[src/rtl/mcu_bus_router.sv]
// mcu_bus_router: decodes CPU memory requests onto N_TGT targets through base/mask windows,
// issues a one-hot handshake and returns one ack/err. Define ROUTER_TIMEOUT_EN for the watchdog.

module mcu_bus_router #(
    parameter int                        ADDR_W      = 16,
    parameter int                        DATA_W      = 8,
    parameter int                        RDATA_W     = 16,
    parameter int                        N_TGT       = 2,
    parameter logic [N_TGT*ADDR_W-1:0]   TGT_BASE    = {16'h0000, 16'hF000},
    parameter logic [N_TGT*ADDR_W-1:0]   TGT_MASK    = {16'h8000, 16'hF000},
    parameter int                        TIMEOUT_CYC = 255
) (
    input  logic                       clk_in,
    input  logic                       reset_n_in,
    input  logic                       m_req_in,
    input  logic [1:0]                 m_type_in,
    input  logic [ADDR_W-1:0]          m_addr_in,
    input  logic [DATA_W-1:0]          m_wdata_in,
    output logic [RDATA_W-1:0]         m_rdata_out,
    output logic                       m_ack_out,
    output logic                       m_err_out,
    output logic [N_TGT-1:0]           t_valid_out,
    output logic [1:0]                 t_type_out,
    output logic [ADDR_W-1:0]          t_addr_out,
    output logic [DATA_W-1:0]          t_wdata_out,
    input  logic [N_TGT-1:0]           t_busy_in,
    input  logic [N_TGT-1:0]           t_done_in,
    input  logic [N_TGT*RDATA_W-1:0]   t_rdata_in
);

    localparam int SEL_W = (N_TGT > 1) ? $clog2(N_TGT) : 1;
    localparam logic [RDATA_W-1:0] LOAD_MASK = RDATA_W'({DATA_W{1'b1}});

    typedef enum logic [2:0] {S_IDLE, S_ISSUE, S_WAIT, S_RESP, S_ERR} state_t;
    typedef enum logic [1:0] {REQ_NONE = 2'b00, REQ_IMEM = 2'b01,
                              REQ_DREAD = 2'b10, REQ_DWRITE = 2'b11} req_t;

    state_t              state_q, state_d;
    req_t                type_q;
    logic [SEL_W-1:0]    sel_q, hit_idx;
    logic [ADDR_W-1:0]   addr_q;
    logic [DATA_W-1:0]   wdata_q;
    logic [RDATA_W-1:0]  rdata_q, rdata_d, sel_rdata;
    logic                hit, start, sel_busy, sel_done, timeout;

    // Iterate downwards so the lowest matching window wins.
    always_comb begin
        // NOTE: every combinational output gets a default first so no path infers a latch.
        hit     = 1'b0;
        hit_idx = '0;
        for (int i = N_TGT - 1; i >= 0; i--) begin
            if ((m_addr_in & TGT_MASK[i*ADDR_W +: ADDR_W]) ==
                (TGT_BASE[i*ADDR_W +: ADDR_W] & TGT_MASK[i*ADDR_W +: ADDR_W])) begin
                hit     = 1'b1;
                hit_idx = SEL_W'(i);
            end
        end
    end

    assign start     = (state_q == S_IDLE) && m_req_in && (m_type_in != REQ_NONE);
    assign sel_busy  = t_busy_in[sel_q];
    assign sel_done  = t_done_in[sel_q];
    assign sel_rdata = t_rdata_in[int'(sel_q)*RDATA_W +: RDATA_W];

`ifdef ROUTER_TIMEOUT_EN
    localparam int CNT_W = $clog2(TIMEOUT_CYC + 1);
    localparam logic [CNT_W-1:0] CNT_LIMIT = CNT_W'(TIMEOUT_CYC);

    logic [CNT_W-1:0] cnt_q, cnt_next;
    logic             in_flight;

    assign in_flight = (state_q == S_ISSUE) || (state_q == S_WAIT);
    assign cnt_next  = (cnt_q == CNT_LIMIT) ? cnt_q : cnt_q + 1'b1;
    assign timeout   = in_flight && (cnt_next == CNT_LIMIT);

    always_ff @(posedge clk_in or negedge reset_n_in) begin
        if (!reset_n_in) begin
            cnt_q <= '0;
        end else if (start) begin
            cnt_q <= '0;
        end else if (in_flight) begin
            cnt_q <= cnt_next;
        end
    end
`else
    // Without the watchdog a transaction waits forever; TIMEOUT_CYC has no effect here.
    assign timeout = (TIMEOUT_CYC < 0);
`endif

    always_comb begin
        state_d     = state_q;
        t_valid_out = '0;
        unique case (state_q)
            S_IDLE: begin
                if (start) state_d = hit ? S_ISSUE : S_ERR;
            end
            S_ISSUE: begin
                if (!sel_busy) t_valid_out[sel_q] = 1'b1;
                if (timeout)        state_d = S_ERR;
                else if (!sel_busy) state_d = S_WAIT;
            end
            S_WAIT: begin
                // A completion in the expiry cycle still counts as success.
                if (sel_done)     state_d = S_RESP;
                else if (timeout) state_d = S_ERR;
            end
            S_RESP:  state_d = S_IDLE;
            S_ERR:   state_d = S_IDLE;
            default: state_d = S_IDLE;
        endcase
    end

    always_comb begin
        rdata_d = rdata_q;
        if (state_d == S_ERR) begin
            rdata_d = '0;
        end else if (state_q == S_WAIT && sel_done) begin
            unique case (type_q)
                REQ_IMEM:  rdata_d = sel_rdata;
                REQ_DREAD: rdata_d = sel_rdata & LOAD_MASK;
                default:   rdata_d = '0;
            endcase
        end
    end

    always_ff @(posedge clk_in or negedge reset_n_in) begin
        if (!reset_n_in) begin
            state_q <= S_IDLE;
            type_q  <= REQ_NONE;
            sel_q   <= '0;
            addr_q  <= '0;
            wdata_q <= '0;
            rdata_q <= '0;
        end else begin
            // NOTE: state registers use non-blocking assignment so every flop samples pre-edge values.
            state_q <= state_d;
            rdata_q <= rdata_d;
            if (start) begin
                type_q  <= req_t'(m_type_in);
                sel_q   <= hit_idx;
                addr_q  <= m_addr_in;
                wdata_q <= m_wdata_in;
            end
        end
    end

    assign m_ack_out   = (state_q == S_RESP) || (state_q == S_ERR);
    assign m_err_out   = (state_q == S_ERR);
    assign m_rdata_out = rdata_q;
    assign t_type_out  = type_q;
    assign t_addr_out  = addr_q;
    assign t_wdata_out = wdata_q;

endmodule
[config.mk]
export PLATFORM = sky130hd
export DESIGN_NAME = mcu_bus_router
export DESIGN_NICKNAME = d
export VERILOG_FILES = /design/src/rtl/mcu_bus_router.sv
export SDC_FILE = /design/constraint.sdc
export NUM_CORES = 1
export LEC_CHECK = 0
export CAP_MARGIN = 20
export CORE_MARGIN = 3
export CORE_UTILIZATION = 44
export DETAILED_ROUTE_END_ITERATION = 16
export GPL_TIMING_DRIVEN = 0
export PLACE_DENSITY_LB_ADDON = 0.08
export SETUP_SLACK_MARGIN = 0.5
export SLEW_MARGIN = 10
export SYNTH_ARGS = -nofsm -noshare
export SYNTH_HDL_FRONTEND = slang
export SYNTH_SLANG_ARGS = --single-unit
export TNS_END_PERCENT = 20
[constraint.sdc]
create_clock -name clk_in -period 3.9 [get_ports clk_in]
set_clock_uncertainty 0.15 [all_clocks]
set_input_delay 0.585 -clock clk_in [delete_from_list [all_inputs] [get_ports clk_in]]
set_output_delay 0.585 -clock clk_in [all_outputs]
set_load 0.01 [all_outputs]
==> impl_metrics.json, run 1 <==
{
  "dieArea_um2": 6110,
  "switching_share": 0.319,
  "p_total_mw": 2.55,
  "synth_cell_types": 31,
  "cts.reportedPaths.clkPinSlew_ns": 0.09,
  "gp_congestion": 0.739,
  "placed_cell_area_um2": 3500,
  "startpoint_type": "flip-flop",
  "critPathKind": "reg2out",
  "core_um2": 4880,
  "syn_avg_cell_area_um2": 12.7,
  "cts_resized": 0,
  "dp_hpwl_um": 4650,
  "hold_viol": 0,
  "area_growth_pct": 59.0,
  "reg2reg_from": "state_q[1]",
  "period_needed_ns": 2.78,
  "fp.dieW_um": 78.1,
  "cts_setup_buffers": 0,
  "tritoncts": "yes",
  "seq_power_share": 0.317,
  "vdd_drop_max_v": 0.000411,
  "hold_ws_ns": 0.116,
  "antenna_left": 0,
  "yosys_most_used_dff": "dfrtp_1",
  "grt_max_degree": 25,
  "regArea_um2": 1150,
  "synthesis.instances": 181,
  "yosys.area.top_type": "dfrtp_1",
  "grt_pass1_vias": 1987,
  "drive_above_1_share": 0.220,
  "place_ws_ns": 1.36,
  "rr_endpoint": "t_addr_out[4]",
  "die_y_um": 78.1,
  "rows": 25,
  "power_density_nw_per_um2": 701,
  "pwr-share-clk": 0.171,
  "clock_sinks": 46,
  "grt_pass1_wl_um": 9860,
  "cp_num_buf_inv": 1,
  "initial_core_util": 0.469,
  "cts_buffers": 5,
  "yosysMostFrequentCell": "dfrtp_1",
  "clk_latency_ns": 0.29,
  "crit_path_max_fanout": 8,
  "cts_root_buffer": "clkbuf_8",
  "ys_seq_elements": 46,
  "crit_arrival_ns": 2.04,
  "yosysSeqAreaShare": 0.503,
  "routed_wl_um": 6080,
  "max_stage_delay_ns": 0.59,
  "fmax_mhz": 360,
  "multi_input_area_um2": 1010,
  "rsz0062_at_grt": "false",
  "finalSetupTns_ns": 0,
  "p_leak_nw": 1.51,
  "synth_enable_flop_cells": 0,
  "dr.first_iter.drc_count": 70,
  "setup_viol": 0,
  "maxCapViolCount": 0,
  "routed_via_density": 5.18,
  "num_vias": 1902,
  "post-route-drc-count": 0,
  "clock_path_buffers": 2,
  "syn-num-nets": 248,
  "worst_pin_slew_ns": 0.559,
  "status": "complete, no violations",
  "synth_common_cells": "dfrtp_1 (46), mux2_2 (25), o21ai_0 (18), a21oi_1 (17)",
  "synth_area_um2": 2290,
  "required_ns": 3.16,
  "htree_levels": 2,
  "slew_violations": 0,
  "portBuffers": 110,
  "cts-hold-fix-buffers": 0,
  "nets": 366,
  "globalRouteOverflowTotal": 0,
  "switching_power_uw": 814,
  "ioPinCount": 111,
  "relSlewSlack": 0.628,
  "diodes": 0,
  "share_comb_of_total_power": 0.513,
  "netlist.area_leader.share": 0.503,
  "end_kind": "output pin",
  "nFillCells": 346,
  "internal-power_mw": 1.74,
  "synth-async-reset-ratio": 1.00,
  "grt_antenna_before_repair": 0,
  "reg2reg_depth": 5,
  "globalRouteTotalUtil": 0.206,
  "cp_top_family": "simple AND/OR/NAND/NOR gates",
  "fin_ws_ns": 1.12,
  "path_cells": "or3b_2, nor3_1, clkdlybuf4s50_1",
  "drt_pass1_iterations": 4,
  "fin_crit_sh": 0.712,
  "wl_per_cell_um": 16.6,
  "synth_warnings": 0,
  "r2r_slack_ns": 1.97,
  "cp_slowest_cell": "clkdlybuf4s50_1",
  "synthTopCellsByArea": "dfrtp_1 (50%), mux2_2 (12%), mux2_4 (10%)",
  "final_area_um2": 3640,
  "hold_path_class": "in2async"
}
## worst max-delay path by stage
stage / start / to / slack [ns] / cells after the start
after floorplan: state_q[1] / t_valid_out[0] / 1.96 / 2
after global placement: reset_n_in / t_addr_out[4] / 0.81 / 1
after detailed placement: t_busy_in[1] / t_valid_out[1] / 1.36 / 3
after CTS: state_q[1] / t_valid_out[1] / 1.11 / 3
after global routing: state_q[1] / t_valid_out[1] / 1.04 / 3
final: state_q[1] / t_valid_out[1] / 1.12 / 3
## power by group through the flow
| stage | clock, mW | sequential (mW) | combinational (mW) |
|---|---|---|---|
| global route | 0.461 | 0.838 | 1.41 |
| detailed placement | 0 | 0.816 | 1.31 |
| CTS | 0.443 | 0.812 | 1.32 |
| floorplan | 0 | 0.897 | 0.605 |
| global placement | 0 | 0.805 | 1.29 |
| finish | 0.435 | 0.808 | 1.31 |
## layout make-up
type	count	share of cell area
buffer	14	0.0313
clock buffer	6	0.0227
clock inverter	2	0.0165
inverter	3	0.00309
multi-input combinational	118	0.278
sequential	46	0.316
tap	67	0.0230
timing repair buffer	111	0.309
## flip-flops by register name, indices dropped and copies added (netlist names)
register / cells
m_rdata_out: 16
sel_q: 1
state_q: 3
t_addr_out: 16
t_type_out: 2
t_wdata_out: 8
## layer usage
| metal | vias up | routed length [um] | track usage |
|---|---|---|---|
| li1 | 902 | - | - |
| met1 | 912 | 2460 | 0.249 |
| met2 | 86 | 3110 | 0.357 |
| met3 | 2 | 500 | 0.0688 |
| met4 | 0 | 15 | 0.0420 |
| met5 | - | 0 | 0 |
## kinds of logic (layout without fill, tap and decap cells)
| group | count (synthesis) | count (layout) | share of synthesized area |
|---|---|---|---|
| buffers and inverters | 17 | 136 | 0.0546 |
| multiplexers | 44 | 44 | 0.241 |
| flip-flops | 46 | 46 | 0.503 |
| AND/OR/NAND/NOR | 32 | 32 | 0.0940 |
| adder cells (fa/ha/maj) | 2 | 2 | 0.0109 |
| AO/OA/AOI/OAI | 40 | 40 | 0.0967 |
## cells in the final DEF, fill, tap and decap left out, drive strengths merged
cell	Yosys	routed
a21oi	17	17
a221o	1	1
buf	11	13
bufinv	0	2
clkbuf	3	9
clkdlybuf4s50	0	109
dfrtp	46	46
ha	2	2
inv	3	3
mux2	41	41
mux2i	3	3
nand2	4	4
nand2b	1	1
nand3	1	1
nand3b	1	1
nand4	16	16
nor2	1	1
nor2b	1	1
nor3	2	2
nor3b	2	2
nor4b	1	1
o2111a	1	1
o21a	1	1
o21ai	18	18
o21ba	1	1
o21bai	1	1
or3b	2	2
## through the flow
step | utilization | std cells
floorplan | - | 181
global placement | 0.712 | 358
detailed placement | 0.717 | 359
CTS | 0.746 | 367
global route | 0.746 | 367
finish | 0.746 | 367
## worst register-to-register path: stages, from the launching register on
cell	delay, ns
dfrtp_1	0.47
nor4b_4	0.38
o21a_1	0.19
buf_6	0.16
buf_12	0.16
mux2_4	0.31
Note: power is estimated with default switching activity, not from simulation.
==> run 2: changes to the inputs <==
--- a/config.mk
+++ b/config.mk
@@ -7,7 +7,7 @@
 export LEC_CHECK = 0
 export CAP_MARGIN = 20
 export CORE_MARGIN = 3
-export CORE_UTILIZATION = 44
+export CORE_UTILIZATION = 37
 export DETAILED_ROUTE_END_ITERATION = 16
 export GPL_TIMING_DRIVEN = 0
 export PLACE_DENSITY_LB_ADDON = 0.08
==> constraint.sdc (replaced) <==
create_clock -name clk_in -period 2.5 [get_ports clk_in]
set_clock_uncertainty 0.15 [all_clocks]
set_input_delay 0.375 -clock clk_in [delete_from_list [all_inputs] [get_ports clk_in]]
set_output_delay 0.375 -clock clk_in [all_outputs]
set_load 0.01 [all_outputs]
==> run 2 against run 1 <==
  * Sequential share of layout area shrank 0.37 points
  * Utilization shrank 13 points
  * Final cell count grew 4.4%
  * Register-to-register slack lost 1.5 ns
  * Flip-flop and latch count is the same
  * First-iteration DRC count grew 39%
  * Critical path depth grew 3
  * Global-route usage shrank 3.4 points
  * Critical endpoint is now t_addr_out[7]
  * Largest power group unchanged
==> impl_metrics.json, run 2 (synthesis results as in run 1) <==
{
  "required_ns": 2.53,
  "tritoncts": "yes",
  "switching_power_mw": 1.26,
  "drive_above_1_share": 0.253,
  "area_growth_pct": 61.2,
  "gp_congestion": 0.742,
  "vdd_drop_max_v": 0.000564,
  "maxCapViolCount": 0,
  "mostFrequentLayoutCells": "clkdlybuf4s50_1 (105), dfrtp_1 (44), mux2_2 (25)",
  "crit_path_max_fanout": 9,
  "final_area_um2": 3690,
  "num_vias": 1925,
  "crit_arrival_ns": 2.02,
  "grt_max_degree": 27,
  "share_comb_of_total_power": 0.539,
  "rows": 28,
  "grt_pass1_wl_um": 9720,
  "finish.utilization": 0.620,
  "cts_root_buffer": "clkbuf_8",
  "post-route-drc-count": 0,
  "globalRouteTotalUtil": 0.171,
  "grt_pass1_vias": 2011,
  "hold_viol": 0,
  "grt_antenna_before_repair": 0,
  "max_stage_delay_ns": 0.44,
  "clk_latency_ns": 0.29,
  "p_total_mw": 3.87,
  "cts_buffers": 5,
  "internal-power_mw": 2.61,
  "dp_cells": 367,
  "path_cells": "buf_4, nor4b_4, o21a_1, buf_6, clkbuf_16, mux2_4",
  "worst_pin_slew_ns": 0.533,
  "clock_sinks": 46,
  "seq_power_share": 0.323,
  "core_um2": 5960,
  "dp_hpwl_um": 4450,
  "setup_viol": 0,
  "drt_pass1_iterations": 4,
  "period_needed_ns": 1.99,
  "die_y_um": 84.7,
  "final_common_cell": "clkdlybuf4s50_1",
  "rsz0062_at_grt": "true",
  "dieArea_um2": 7170,
  "fp.dieW_um": 84.7,
  "end_kind": "flip-flop",
  "critPathKind": "reg2reg",
  "switching_share": 0.326,
  "hold_ws_ns": 0.362,
  "p_leak_nw": 1.57,
  "fin_crit_sh": 0.794,
  "dr.first_iter.drc_count": 97,
  "globalRouteOverflowTotal": 0,
  "cp_top_family": "buffers and inverters",
  "cts.reportedPaths.clkPinSlew_ns": 0.09,
  "slew_violations": 0,
  "relSlewSlack": 0.643,
  "hold_path_class": "reg2reg",
  "instances_no_fill": 383,
  "nets": 374,
  "routed_wl_um": 5970,
  "ioPinCount": 111,
  "cp_num_buf_inv": 3,
  "initial_core_util": 0.384,
  "cp_slowest_cell": "dfrtp_2",
  "power_density_nw_per_um2": 1050,
  "diodes": 0,
  "status": "complete, no violations",
  "antenna_left": 0,
  "wl_per_cell_um": 15.6,
  "placed_cell_area_um2": 3500,
  "htree_levels": 2,
  "startpoint_type": "flip-flop",
  "routed_via_density": 5.03,
  "pwr-share-clk": 0.137,
  "portBuffers": 110,
  "fmax_mhz": 504,
  "clock_path_buffers": 2
}
## run 2: cell count changes in the layout (fill, tap and decap cells not counted), moves of 2 or more
cell / delta
clkbuf_8: +2
dfrtp_1: -2
dfrtp_2: +2
buf_4: +6
bufinv_16: -2
clkdlybuf4s50_1: -4
## run 2: power by group through the flow
stage / registers [mW] / clock network (mW) / logic [mW]
2_1_floorplan: 1.40 / 0 / 0.945
3_3_place_gp: 1.26 / 0 / 2.03
3_5_place_dp: 1.27 / 0 / 2.04
4_1_cts: 1.26 / 0.549 / 2.04
5_1_grt: 1.30 / 0.579 / 2.25
6_report: 1.25 / 0.532 / 2.09
## run 2: path summary, 6_finish.rpt
kind	startpoint	to	slack (ns)	cells after the start
worst max-delay path	state_q[1]	t_addr_out[7]	0.51	6
worst min-delay path	t_wdata_out[7]	t_wdata_out[7]	0.36	1
worst max register to register	state_q[1]	t_addr_out[7]	0.51	6
worst min register to register	t_wdata_out[7]	t_wdata_out[7]	0.36	1
max in group asynchronous	reset_n_in	state_q[2]	1.24	3
min in group asynchronous	reset_n_in	m_rdata_out[13]	0.42	2
## run 2: repair_timing
item                                    in CTS  in global routing
buffers inserted                             0                  6
hold buffers                                 1                  0
cloned                                       0                  1
hold endpoints to repair                    20                  0
endpoints found under the setup margin       4                 25
resized for setup                            5                  8
pin swaps                                    0                  1
## run 2: cell type report
class,count,area (um^2)
Fill cell,498,2260
Timing Repair Buffer,119,1190
Sequential cell,46,1150
Multi-Input combinational cell,118,1020
Buffer,14,114
Clock buffer,8,110
Tap cell,75,93.8
Inverter,3,11.3
## run 2: layer usage
metal  global-route usage  part of all wire  vias up
li1                     -                 -      918
met1                0.213              0.43      922
met2                0.288              0.48       80
met3               0.0500             0.082        5
met4               0.0504            0.0099        0
met5                    0                 0        -
## run 2: through the flow
stage	worst slack [ns]	TNS (ns)
after floorplan	0.700	0
after global placement	-0.452	-20.66
after detailed placement	0.257	0
after CTS	0.265	0
after global routing	0.393	0
final	0.514	0
==> run 3: changes to the inputs <==
==> constraint.sdc (replaced) <==
create_clock -name clk_in -period 1.7 [get_ports clk_in]
set_clock_uncertainty 0.15 [all_clocks]
set_input_delay 0.255 -clock clk_in [delete_from_list [all_inputs] [get_ports clk_in]]
set_output_delay 0.255 -clock clk_in [all_outputs]
set_load 0.01 [all_outputs]
==> run 3 against run 2 <==
  * The flow now finishes with violations (negative setup slack)
  * Register-to-register slack worse by 0.71 ns
  * Combinational power is 54% higher
  * Non-clock buffer count increased by 13
  * Critical path depth rose by 1
  * Maximum frequency rose by 4.9%
  * Sequential share of layout area fell by 1.3 points
  * Largest cell class unchanged
  * First-iteration DRC count is 27% lower
==> impl_metrics.json, run 3 (synthesis results as in run 1) <==
{
  "gp_congestion": 0.695,
  "rows": 28,
  "cts.reportedPaths.clkPinSlew_ns": 0.10,
  "dp_hpwl_um": 4430,
  "die_y_um": 84.7,
  "power_density_nw_per_um2": 1580,
  "r2r_slack_ns": -0.19,
  "violations": "negative setup slack",
  "end_kind": "flip-flop",
  "cp_slowest_cell": "dfrtp_2",
  "cts_buffers": 5,
  "setup_viol": 47,
  "reg2reg_from": "state_q[1]",
  "routed_via_density": 5.02,
  "worst_pin_slew_ns": 0.420,
  "globalRouteOverflowTotal": 0,
  "final_common_cell": "clkdlybuf4s50_1",
  "clock_sinks": 46,
  "fp.dieW_um": 84.7,
  "diodes": 0,
  "tritoncts": "yes",
  "initial_core_util": 0.384,
  "grt_antenna_before_repair": 0,
  "vdd_drop_max_v": 0.000835,
  "fmax_mhz": 528,
  "globalRouteTotalUtil": 0.178,
  "period_needed_ns": 1.89,
  "instances_no_fill": 396,
  "area_growth_pct": 68.4,
  "drive_above_1_share": 0.458,
  "antenna_left": 0,
  "num_vias": 1988,
  "core_um2": 5960,
  "status": "complete, but fails checks",
  "required_ns": 1.74,
  "cp_top_family": "buffers and inverters",
  "maxCapViolCount": 0,
  "rsz0062_at_grt": "true",
  "reg2reg_depth": 7,
  "p_total_mw": 6.09,
  "nets": 387,
  "finish.utilization": 0.647,
  "relSlewSlack": 0.720,
  "clock_path_buffers": 2,
  "htree_levels": 2,
  "mostFrequentLayoutCells": "clkdlybuf4s50_1 (63), dfrtp_1 (44), buf_2 (37)",
  "path_cells": "buf_6, nor4b_4, o21a_1, buf_6, buf_12, buf_12, mux2_4",
  "fin_crit_sh": 1.11,
  "routed_wl_um": 6370,
  "crit_arrival_ns": 1.94,
  "cp_num_buf_inv": 4,
  "ioPinCount": 111,
  "max_stage_delay_ns": 0.43,
  "hold_path_class": "in2async",
  "grt_pass1_wl_um": 10200,
  "slew_violations": 0,
  "p_leak_nw": 1.75,
  "critPathKind": "reg2reg",
  "crit_path_max_fanout": 7,
  "grt_max_degree": 27,
  "post-route-drc-count": 0,
  "startpoint_type": "flip-flop",
  "wl_per_cell_um": 16.1,
  "dieArea_um2": 7170,
  "dr.first_iter.drc_count": 71,
  "rr_endpoint": "t_addr_out[10]",
  "cts_root_buffer": "clkbuf_8",
  "grt_pass1_vias": 2086,
  "portBuffers": 110,
  "finalSetupTns_ns": -6.17,
  "dp_cells": 367,
  "hold_viol": 0,
  "drt_pass1_iterations": 4,
  "clk_latency_ns": 0.30,
  "fin_ws_ns": -0.193
}
==> run 3: cell types whose count changed in the layout (fill, tap and decap cells not counted), moves of 3 or more <==
| cell | previous run | this run |
|---|---|---|
| clkdlybuf4s50_1 | 105 | 63 |
| buf_2 | 7 | 37 |
| buf_6 | 2 | 20 |
| mux2_2 | 25 | 20 |
| mux2_4 | 16 | 21 |
| a21oi_1 | 17 | 13 |
| a21oi_2 | 0 | 4 |
| buf_12 | 3 | 7 |
| buf_4 | 8 | 12 |
| o21ai_0 | 18 | 14 |
| clkbuf_1 | 3 | 0 |
==> run 3: metrics by stage <==
step	setup slack [ns]	hold WS, ns	cell area [um^2]
after global placement	-1.30	0.339	3490
final	-0.193	0.257	3860
after detailed placement	-0.416	0.105	3500
after floorplan	-0.0778	-0.191	2290
after global routing	-0.259	0.281	3860
after CTS	-0.210	0.311	3680
==> run 3: report_power, final <==
group          switching [mW]  internal (mW)
clock network           0.374          0.627
registers               0.288           1.57
logic                    1.35           1.87
total                    2.01           4.07
==> run 3: final cells by class <==
cell class / count / area [um^2]
fillers: 494 / 2100
repair buffers: 132 / 1220
flip-flops and latches: 46 / 1150
multi-input cells: 118 / 1090
plain buffers: 14 / 146
well taps: 75 / 93.8
clock buffers: 6 / 82.6
clock inverters: 2 / 60.1
inverters: 3 / 11.3
==> run 3: worst max path at each step <==
stage                    start  slack, ns             end  cells past startpoint
global route        state_q[1]      -0.26  t_addr_out[10]                      7
global placement    reset_n_in      -1.30      state_q[1]                      1
CTS                 state_q[0]      -0.21  t_addr_out[14]                      7
detailed placement    m_req_in      -0.42   t_addr_out[2]                      6
finish              state_q[1]      -0.19  t_addr_out[10]                      7
floorplan           state_q[1]      -0.08   t_addr_out[0]                      5
==> run 3: repair_timing <==
item | 4_1_cts | 5_1_grt
gates resized for setup | 209 | 30
pin swaps | 6 | 2
hold buffers | 1 | 0
endpoints found under the hold margin | 20 | 0
buffers inserted | 10 | 8
setup endpoints to repair | 92 | 118
cloned | 1 | 1
==> run 3: per-layer routing <==
layer	part of all wire	global-route usage	up-vias
li1	-	-	947
met5	0	0	-
met3	0.078	0.0550	6
met4	0.0088	0.0374	0
met2	0.48	0.296	73
met1	0.43	0.229	962
==> RTL change 1 (config.mk and constraints of run 1) <==
The option `ROUTER_TIMEOUT_EN` is turned on by a define.
--- a/src/rtl/mcu_bus_router.sv
+++ b/src/rtl/mcu_bus_router.sv
@@ -1,5 +1,7 @@
 // mcu_bus_router: decodes CPU memory requests onto N_TGT targets through base/mask windows,
 // issues a one-hot handshake and returns one ack/err. Define ROUTER_TIMEOUT_EN for the watchdog.
+
+`define ROUTER_TIMEOUT_EN
 
 module mcu_bus_router #(
     parameter int                        ADDR_W      = 16,
Behaviour: same outputs for any inputs over 10 cycles, from zero or initial values and one cycle with reset_n_in low; that may be too few to reach the edited logic, so the function may still have changed.
==> RTL change 1 against run 1 <==
- synthesized cell count up 70%
- cell area grew 16%
- setup slack got worse by 0.26 ns
- sequential cell count increased by 8
- die area up 25%
- wire length rose by 31%
- power rose by 5.8%
- final cell count grew 37%
- area after synthesis increased by 27%
- largest cell class is now multi-input combinational cells
==> RTL change 1: results (changes against run 1) <==
| Metric | Value |
|---|---|
| Status | `completed` |
| Sequential-to-total area share from yosys stat | `46.4% (-3.9 points)` |
| Clock buf/inv share | `2.60% (-1.3 points)` |
| Main area contributors after synthesis | `dfrtp_1 46%, nand2_1 10%, mux2i_1 7.6%` |
| PortBufs | `110 (unchanged)` |
| Initial antenna violation count | `0 (unchanged)` |
| 1st-iter DRT viols | `240 (+240%)` |
| Layout fillers | `537 (+55%)` |
| CTS Root Cell | `clkbuf_8` |
| Reg clk slew, reported paths | `0.10 ns` |
| Ys flop type | `dfrtp_1` |
| CLK BUF | `6 (unchanged)` |
| Vias in the first global route | `2763 (+39%)` |
| Critical-path top delay cell | `clkdlybuf4s50_1` |
| First-pass GRT wire length | `13.2 mm (+33%)` |
| Relative slew slack | `45.0% (-18 points)` |
| Signal buffers share of area | `29.7% (-4.3 points)` |
| Fraction of registers with async set/reset | `100% (unchanged)` |
| Seq. cell area | `1350 µm² (+17%)` |
| Critical path's top delay family | `buffers and inverters` |
| Seq cells post-synth | `54 (+17%)` |
| Max VDD drop | `0.360 mV (-12%)` |
| Reg2reg setup slack | `1.34 ns (-0.63 ns)` |
| #MultiIn Comb | `224 (+90%)` |
| Maximum number of pins on one net before global-route repair | `30 (+20%)` |
| Max clock buf depth | `2 (unchanged)` |
| Share of layout cells above drive strength 1 | `7.51% (-14 points)` |
| Yosys warning count | `0 (unchanged)` |
| Multi-input gate area | `1410 µm² (+39%)` |
| Hold crit path type | `primary input to asynchronous set/reset pin` |
| Inserted Clock Buffers | `5 (unchanged)` |
| Net Count, Synth | `375 (+51%)` |
| Final GP Congestion | `0.805 (+8.9%)` |
| Critical path fanouts, max | `10 (+2)` |
| Post-CTS Setup Inserts | `0 (unchanged)` |
| CTS HTree Levels | `2 (unchanged)` |
| Distinct cell type count after synthesis | `50 (+61%)` |
| Via count | `2723 (+43%)` |
| Worst skew pair latency | `0.31 ns (+0.02 ns)` |
| Antenna cell count | `0 (unchanged)` |
| CP peak stage delay | `0.63 ns (+0.04 ns)` |
| Cell leakage power | `0.00182 µW (+20%)` |
| Hold WS | `0.155 ns (+0.0390 ns)` |
| Drt first pass iters | `4 (unchanged)` |
| Critical Path AT | `2.31 ns (+0.27 ns)` |
| Post-DP HPWL | `5.94 mm (+28%)` |
| Routed WL per cell | `15.9 µm (-4.2%)` |
| Cts repair resizes | `0 (unchanged)` |
| Nets | `493 (+35%)` |
| Non-Clock Inverter Count | `4 (+1)` |
| Non-Clock Buffer Count | `136 (+8.8%)` |
| Total Routing Usage GR | `21.6% (+1.1 points)` |
| Most frequent cells after synthesis | `81 x nand2_1, 54 x dfrtp_1, 24 x a21oi_1` |
## RTL change 1: worst reg2reg max path, stage by stage (launching register included)
cell,delay (ns)
dfrtp_1,0.43
ha_1,0.17
buf_4,0.16
nand4_4,0.17
or3_4,0.42
a2111oi_4,0.61
buf_6,0.23
a311oi_1,0.10
## RTL change 1: kinds of logic (layout without fill, tap and decap cells)
family / after synthesis / after routing / synth area share, %
simple gates: 135 / 135 / 23.1
compound gates: 62 / 62 / 15.6
buf+inv: 29 / 148 / 5.37
xor+xnor: 1 / 1 / 0.301
fa+ha+maj: 3 / 3 / 1.29
mux: 23 / 23 / 7.94
flops: 54 / 54 / 46.4
## RTL change 1: worst paths after layout
path                                from        endpoint  cells after the start
setup / recovery                   sel_q  t_valid_out[1]                      3
hold / removal                reset_n_in  m_rdata_out[7]                      1
setup reg to reg                cnt_q[0]  m_rdata_out[9]                      7
hold reg to reg            t_addr_out[1]   t_addr_out[1]                      2
max in group asynchronous     reset_n_in  t_addr_out[15]                      2
min in group clk_in        t_addr_out[1]   t_addr_out[1]                      2
## RTL change 1: metal layers
layer  track usage (%)  wire, µm
met5                 0         0
met4              4.18        54
met3              7.76       758
met2              33.3      3740
met1              29.6      3430
## RTL change 1: stage by stage
step	setup WS, ns	std cells	utilization, %	cell area [µm²]
finish	0.860	503	66.3	4240
global route	0.773	503	66.3	4240
CTS	0.862	503	66.3	4240
detailed placement	0.889	495	64.6	4130
global placement	0.373	494	64.4	4110
floorplan	1.64	307	-	2910
## RTL change 1: where the power goes
part / switching (µW) / internal (µW)
combinational: 705 / 701
sequential: 131 / 779
clock: 191 / 192
total: 1030 / 1670
==> RTL change 2 (flow settings as in run 1) <==
Made on the original files. Register the output `m_err_out`, without a reset; this adds one clock of latency there. The other outputs are not delayed to match.
--- a/src/rtl/mcu_bus_router.sv
+++ b/src/rtl/mcu_bus_router.sv
@@ -145,7 +145,9 @@
     end
 
     assign m_ack_out   = (state_q == S_RESP) || (state_q == S_ERR);
-    assign m_err_out   = (state_q == S_ERR);
+    always_ff @(posedge clk_in) begin
+        m_err_out <= (state_q == S_ERR);
+    end
     assign m_rdata_out = rdata_q;
     assign t_type_out  = type_q;
     assign t_addr_out  = addr_q;
Formal check against the unedited RTL: not equivalent (Yosys sat finds a counterexample within 4 cycles, from zero or initial values and one cycle with reset_n_in low).
==> RTL change 2 against run 1 <==
- synthesized cell count is 0.55% higher
- setup slack better by 0.043 ns
- wire length is 5.9% lower
- hold slack worse by 0.019 ns
- non-clock buffer count stayed put
- cell area is 0.28% higher
- die area is 0.81% higher
- area after synthesis is 0.87% higher
- critical path depth stayed put
- count of clock-buffer cells in the layout is 1 lower
- power is 0.46% lower
- sequential cell count is 1 higher
- critical endpoint is now t_valid_out[0]
- largest power group unchanged
==> RTL change 2: results (changes against run 1) <==
| Metric | Value |
|---|---|
| R2r endpoint | `t_addr_out[7]` |
| Dpl cell area | `3510 µm² (+0.36%)` |
| Pre-CTS WS | `1.42 ns (+0.0589 ns)` |
| Post-Place Cells | `360 (+0.28%)` |
| Main area contributors after synthesis | `dfrtp_1 50%, mux2_2 12%, mux2_4 10%` |
| Multiplexer share of the synthesized area | `23.9% (-0.21 points)` |
| Cts repair resizes | `0 (unchanged)` |
| Synth Area in XOR/XNOR | `0% (unchanged)` |
| Cell count after synthesis | `182 (+0.55%)` |
| Distinct cell type count after synthesis | `32 (+3.2%)` |
| CP peak stage delay | `0.56 ns (-0.03 ns)` |
| Sequential-to-total area share from yosys stat | `50.7% (+0.43 points)` |
| Antenna Violating Nets Remaining | `0 (unchanged)` |
| DR vias/cell | `5.13 (-1.0%)` |
| M3 GR Usage | `5.96% (-0.92 points)` |
| First-pass GRT wire length | `9.31 mm (-5.6%)` |
| Synth Area in Compound Gates | `9.59% (-0.084 points)` |
| Drt total wl | `5.72 mm (-5.9%)` |
| Initial antenna violation count | `0 (unchanged)` |
| Met2 Usage GRT | `30.8% (-4.9 points)` |
| Routed WL per cell | `15.6 µm (-6.2%)` |
| Post-DP HPWL | `4.36 mm (-6.0%)` |
| Status | `completed` |
| Antenna cell count | `0 (unchanged)` |
| Net Count, Synth | `249 (+0.40%)` |
| Yosys warning count | `0 (unchanged)` |
| Area Overhead vs Synth | `58.0%` |
| 1st-iter DRT viols | `62 (-11%)` |
| Total Routing Usage GR | `19.0% (-1.5 points)` |
| Cell Area, Synth | `2310 µm² (+0.87%)` |
| Fraction of registers with async set/reset | `97.9% (-2.1 points)` |
| Max clock buf depth | `2 (unchanged)` |
| Cell leakage power | `0.00152 µW (+0.24%)` |
| Slew @ Worst Pin | `0.576 ns (+0.0179 ns)` |
| Synth Area in Adders | `1.08% (-0.0095 points)` |
| Nets | `367 (+0.27%)` |
| Tot Pwr | `2540 µW (-0.46%)` |
| Most frequent cells after synthesis | `46 x dfrtp_1, 25 x mux2_2, 18 x o21ai_0` |
| Reg2reg setup slack | `1.96 ns` |
| Maximum number of pins on one net before global-route repair | `27 (+8.0%)` |
| Critical Path AT | `2.00 ns (-0.04 ns)` |
| Max VDD drop | `0.460 mV (+12%)` |
| Share of layout cells above drive strength 1 | `21.9% (-0.073 points)` |
| Critical path's top delay family | `simple AND/OR/NAND/NOR gates` |
| DR WL met3 | `471 µm (-5.8%)` |
| Ys flop type | `dfrtp_1` |
| Layout fillers | `380 (+9.8%)` |
| Metal1 wirelength | `2.43 mm (-1.1%)` |
| Metal2 WL | `2.77 mm (-11%)` |
| Sw power | `805 µW (-1.2%)` |
| GR Layer Usage met1 | `25.1% (+0.20 points)` |
| Final GP Congestion | `0.768 (+4.0%)` |
| Worst skew pair latency | `0.29 ns (about the same)` |
| Hold WS | `0.0972 ns (-0.0188 ns)` |
| Flop pwr share | `32.1% (+0.4 points)` |
| Critical-path top delay cell | `clkdlybuf4s50_1` |
-- RTL change 2: cell types whose count changed in the layout (fill, tap and decap cells not counted) --
cell and change:
buf_12 +1, buf_16 -1, clkbuf_8 -1, dfxtp_1 +1, inv_8 +1
-- RTL change 2: worst max-delay path by stage --
stage | from | to | slack, ns | cells past startpoint
floorplan | state_q[1] | t_valid_out[0] | 1.96 | 2
global placement | reset_n_in | t_wdata_out[1] | 0.84 | 1
detailed placement | t_busy_in[1] | t_valid_out[1] | 1.42 | 3
CTS | state_q[1] | t_valid_out[1] | 1.14 | 3
global route | state_q[1] | t_valid_out[1] | 1.07 | 3
finish | state_q[1] | t_valid_out[0] | 1.17 | 3
-- RTL change 2: area by class of cell --
cell class | instances | area share (%)
clock inverter | 3 | 1.95
inverter | 3 | 0.309
buffer | 14 | 3.12
tap | 67 | 2.30
clock buffer | 5 | 1.89
timing repair buffer | 111 | 30.6
sequential | 47 | 32.1
multi-input combinational | 118 | 27.8
